<file path="config.mk">
export PLATFORM = sky130hd
export DESIGN_NAME = gate_settle_timer
export DESIGN_NICKNAME = d
export VERILOG_FILES = /design/src/rtl/gate_pkg.sv /design/src/rtl/gate_settle_timer.sv
export SDC_FILE = /design/constraint.sdc
export NUM_CORES = 1
export LEC_CHECK = 0
export BUFFER_PORTS_ARGS = -buffer_cell sky130_fd_sc_hd__buf_4
export CAP_MARGIN = 20
export CORE_AREA = 5 5 42 44
export CTS_CLUSTER_SIZE = 10
export DETAILED_ROUTE_END_ITERATION = 10
export DIE_AREA = 0 0 47 49
export PLACE_DENSITY_LB_ADDON = 0.12
export RECOVER_POWER = 50
export SLEW_MARGIN = 5
export SYNTH_ARGS = -nofsm -noshare
export SYNTH_HDL_FRONTEND = slang
export SYNTH_SLANG_ARGS = --single-unit
</file>
<file path="constraint.sdc">
create_clock -name clk -period 2.1 [get_ports clk]
set_input_delay 0.525 -clock clk [delete_from_list [all_inputs] [get_ports clk]]
set_output_delay 0.525 -clock clk [all_outputs]
set_load 0.02 [all_outputs]
</file>
<file path="src/rtl/gate_pkg.sv">
// Shared encodings and reference truth tables for the 2-input gate checker.
package gate_pkg;

    typedef enum logic [1:0] {
        S_IDLE   = 2'd0,
        S_SETTLE = 2'd1,
        S_CHECK  = 2'd2,
        S_DONE   = 2'd3
    } state_t;

    localparam logic [3:0] TT_AND = 4'b1000;
    localparam logic [3:0] TT_OR  = 4'b1110;
    localparam logic [3:0] TT_XOR = 4'b0110;

    // Settle counter width; SETTLE is limited to 1..15.
    localparam int unsigned SETTLE_W = 4;

endpackage

</file>
<file path="src/rtl/gate_settle_timer.sv">
// Loadable down-counter with a zero flag; paces the settle time before each sample.
import gate_pkg::*;

module gate_settle_timer (
    input  logic                clk,
    input  logic                rst_n,
    input  logic                load,
    input  logic                dec,
    input  logic [SETTLE_W-1:0] load_val,
    output logic                zero_c
);

    logic [SETTLE_W-1:0] cnt;

    // Load wins over decrement; the counter parks at zero.
    always_ff @(posedge clk or negedge rst_n) begin
        if (!rst_n) begin
            cnt <= '0;
        end else if (load) begin
            cnt <= load_val;
        end else if (dec && !zero_c) begin
            cnt <= cnt - SETTLE_W'(1);
        end
    end

    assign zero_c = (cnt == '0);

endmodule

</file>
Word-level counts from Yosys, hierarchy flattened
Index checks and enable logic that the tools add are counted.

Register bits after elaboration: 4. Bits of input ports: 8. Output and inout bits: 1. Logic and storage cells: 8.

Add/sub/neg operators: 1. Multiplexer cells: 2. Reductions and logical operators: 4.

Operator list (count): 4-bit 2-to-1 mux (2); 4-bit logical NOT (1); 4-bit by 1-bit subtractor with 4-bit output (second input constant) (1); 2-bit nonzero test (1); 1-bit logical AND (1); 1-bit logical NOT (1).

Longest topological paths before layout
Depth after elaboration: 5. Depth in mapped cells: 5. Mapped depth without buffers: 5.

Worst setup path before layout
No wires, ideal clock.

Path type: register -> output. Start: register cnt[0]. End: output port zero_c. Arrival time: 1.057 ns. Required time: 1.575 ns. Slack: 0.518 ns. Stages on the path, launching flop included: 4. Path buffers: 0. Cell sequence: dfrtp_1 -> inv_1 -> ha_1 -> nor3b_2.

Word-level cells in the longest chain between the ends: 1.

RTL lines: start, declared (line gate_settle_timer.sv:13) `logic [SETTLE_W-1:0] cnt;`; start signal, assigned (line gate_settle_timer.sv:20) `cnt <= load_val;`; start signal, assigned (line gate_settle_timer.sv:22) `cnt <= cnt - SETTLE_W'(1);`; 4-bit logical NOT (line gate_settle_timer.sv:26) `assign zero_c = (cnt == '0);`; end, declared (line gate_settle_timer.sv:10) `output logic zero_c`.

Every way passes these cells.

Worst setup path in the final report
Ends and elaborated chain as after synthesis.

==> impl_metrics.ini <==
[outcome]
status = finished clean

[place]
place.detailed.hpwl_um = 487
dp_worst_setup_slack_ns = 0.393
gpl.final_weighted_congestion = 0.614
port_buffers = 8
place_area_um2 = 339
dp_cells = 50

[worst_setup_path]
worst_setup_path_start_kind = flip-flop
cp.arrival_ns = 1.38
required_ns = 1.57
endpoint_kind = primary output
timing_worst_setup_path_type = flip-flop to primary output
cp_max_fo = 5

[cts]
cts_hold_repair.buffers = 0
insertion_delay_to_the_later_sink_of_the_worst_skew_pair_ns = 0.23
cts.htree.levels = 1
tritoncts = built
tritoncts_num_sinks = 4
clk_pin_slew_worst_paths_ns = 0.04
clock_tree.root_cell = clkbuf_4
ctsLongestPathBuffers = 2
cts_inserted_buffers = 3
cts.repair_timing.setup_buffer_count = 0

[finish]
layout-area-overhead-vs-synth_pct = 34.7
instances_no_fill = 53
fraction_of_final_layout_cells_sized_beyond_drive_strength_1_pct = 35.1
fillCellCount = 167
num_antenna_cells = 0
top_regs = cnt x4
fin_util_pct = 26.0
finalInstanceArea_um2 = 364
top_register_by_number_of_flip_flops = cnt
nets = 48
number_of_flip_flops_in_the_largest_register = 4

[logic_synthesis]
synth.area.mux_share_pct = 0
synth_simple_gate_area_share_pct = 30.1
synth-adder-area-share_pct = 4.63
synthesized_nets = 36
synth_compound_area_share_pct = 19.9
yosysWarningCount = 0
yosys_register_bits = 4
synth_seq_area_share_pct = 37.0
mapped_avg_cell_area_um2 = 10.0
synth-xor-area-share_pct = 0
synth.lib_cells_used.distinct = 18
synthCells = 27
mappedNetlistArea_um2 = 270
synth_top_family_by_area = simple AND/OR/NAND/NOR gates

[drt]
dr_total_vias = 229
routed_via_density = 4.32
wire_per_inst_um = 11.2
firstDrtPassIters = 1
drt_iter0_markers = 0
postRouteAntennaNets = 0
routed_wirelength_um = 595
drc = 0

[power_and_ir_drop]
static-leakage-power_nw = 0.165
seq_power_share_pct = 39.5
power_density_nw_per_um2 = 691
p_int_uw = 183
worst_ir_drop_vdd_v = 0.000327
power.combinational.fraction_pct = 23.5
design_power_total_uw = 251
power_switching_uw = 68.1
power.clock.fraction_pct = 37.0
sw_frac_of_total_pct = 27.1

[sta]
hold_slack_ns = 0.105
report.final.slew_viol_count = 0
timing.max_slew.rel_slack_pct = 83.4
timing.clock.skew_ns = 0.00559
fin_crit_sh_pct = 90.9
period_needed_ns = 1.91
max_slew.worst_pin.slew_ns = 0.248
final_setup_tns_ns = 0
timing_hold_violations_final = 0
achievable-frequency_ghz = 0.524
rsz0062_at_grt = no
report.final.setup_viol = 0
timing.final.ws_setup_ns = 0.192

[global_route]
antenna_found_initial = 0
grt-ovfl-total = 0
largest_net_degree_at_the_start_of_global_routing = 11
first_global_vias = 249
groute.usage.overall_pct = 6.58
grt_pass1_wl_mm = 1.07

[floorplan]
die-area_um2 = 2300
rows = 14
fp.coreArea_um2 = 1400
initial_utilization_pct = 19.3
die_height_um = 49
io_pins = 9
floorplan.die.width_um = 47

[flow_run]
drv.max_cap_violation_count = 0

[min_path]
hold_path_class = input port to async pin
==> logic make-up after synthesis <==
group / Yosys count
adders and majority gates: 1
and+or+nand+nor: 11
buffers and inverters: 4
DFF: 4
AOI/OAI and AO/OA: 7
==> timing repair <==
action	in CTS	in global routing
setup endpoints to repair	0	1
resized for setup	0	1
hold endpoints to repair	0	0
==> Yosys cell counts <==
master | count | area (um2)
o31a_1 | 1 | 8.76
a21oi_1 | 1 | 5.00
nor3b_2 | 1 | 12.5
or4_1 | 1 | 7.51
nor3_1 | 2 | 10.0
nor3b_1 | 1 | 7.51
o211ai_2 | 1 | 12.5
a221o_1 | 1 | 10.0
o21ai_0 | 2 | 10.0
and4b_1 | 1 | 10.0
buf_6 | 1 | 11.3
dfrtp_1 | 4 | 100
or2b_1 | 1 | 7.51
inv_1 | 3 | 11.3
nand2_1 | 3 | 11.3
o21a_1 | 1 | 7.51
ha_1 | 1 | 12.5
nor4b_2 | 1 | 15.0
==> power groups by stage <==
| stage | sequential, mW | combinational (mW) | clock [mW] |
|---|---|---|---|
| 3_3_place_gp | 0.0987 | 0.0569 | 0 |
| 2_1_floorplan | 0.0962 | 0.0380 | 0 |
| 3_5_place_dp | 0.0986 | 0.0597 | 0 |
| 6_report | 0.0992 | 0.0592 | 0.0930 |
| 4_1_cts | 0.0977 | 0.0598 | 0.0992 |
| 5_1_grt | 0.101 | 0.0677 | 0.103 |
==> layer usage <==
layer / routed length (um) / up-vias / track usage, %
li1: - / 120 / -
met1: 240 / 105 / 7.57
met2: 304 / 4 / 9.50
met3: 51 / 0 / 2.95
met4: 0 / 0 / 4.15
met5: 0 / - / 0
==> cell type report <==
class / count / area (um2) / share of cell area, %
multi-input combinational: 19 / 154 / 42.3
tap: 16 / 20.0 / 5.50
clock buffer: 3 / 22.5 / 6.19
timing repair buffer: 8 / 56.3 / 15.5
inverter: 3 / 11.3 / 3.09
sequential: 4 / 100 / 27.5
==> layout by cell type (no fill, tap or decap), drive strengths merged <==
master  count
or2b        1
a21oi       1
dfrtp       4
a221o       1
buf         7
clkbuf      4
o21a        1
o211ai      1
o31a        1
nor3        2
nor4b       1
inv         3
nand2       3
and4b       1
ha          1
o21ai       2
or4         1
nor3b       2
==> worst max-delay path: stages (launching register included) <==
cell and delay (ns):
dfrtp_1 0.41, inv_1 0.08, ha_1 0.21, nor3b_4 0.27, buf_4 0.19
==> final timing paths <==
kind / from / to / slack (ns) / cells after the start
setup / recovery: cnt[0]$_DFFE_PN0P_ / zero_c / 0.19 / 4
hold / removal: rst_n / cnt[0]$_DFFE_PN0P_ / 0.10 / 1
setup reg to reg: cnt[0]$_DFFE_PN0P_ / cnt[1]$_DFFE_PN0P_ / 0.64 / 5
hold reg to reg: cnt[1]$_DFFE_PN0P_ / cnt[1]$_DFFE_PN0P_ / 0.63 / 2
max in group asynchronous: rst_n / cnt[3]$_DFFE_PN0P_ / 1.82 / 1
min in group clk: load_val[1] / cnt[1]$_DFFE_PN0P_ / 0.50 / 3
No activity file was read; power rests on OpenSTA's default activity.
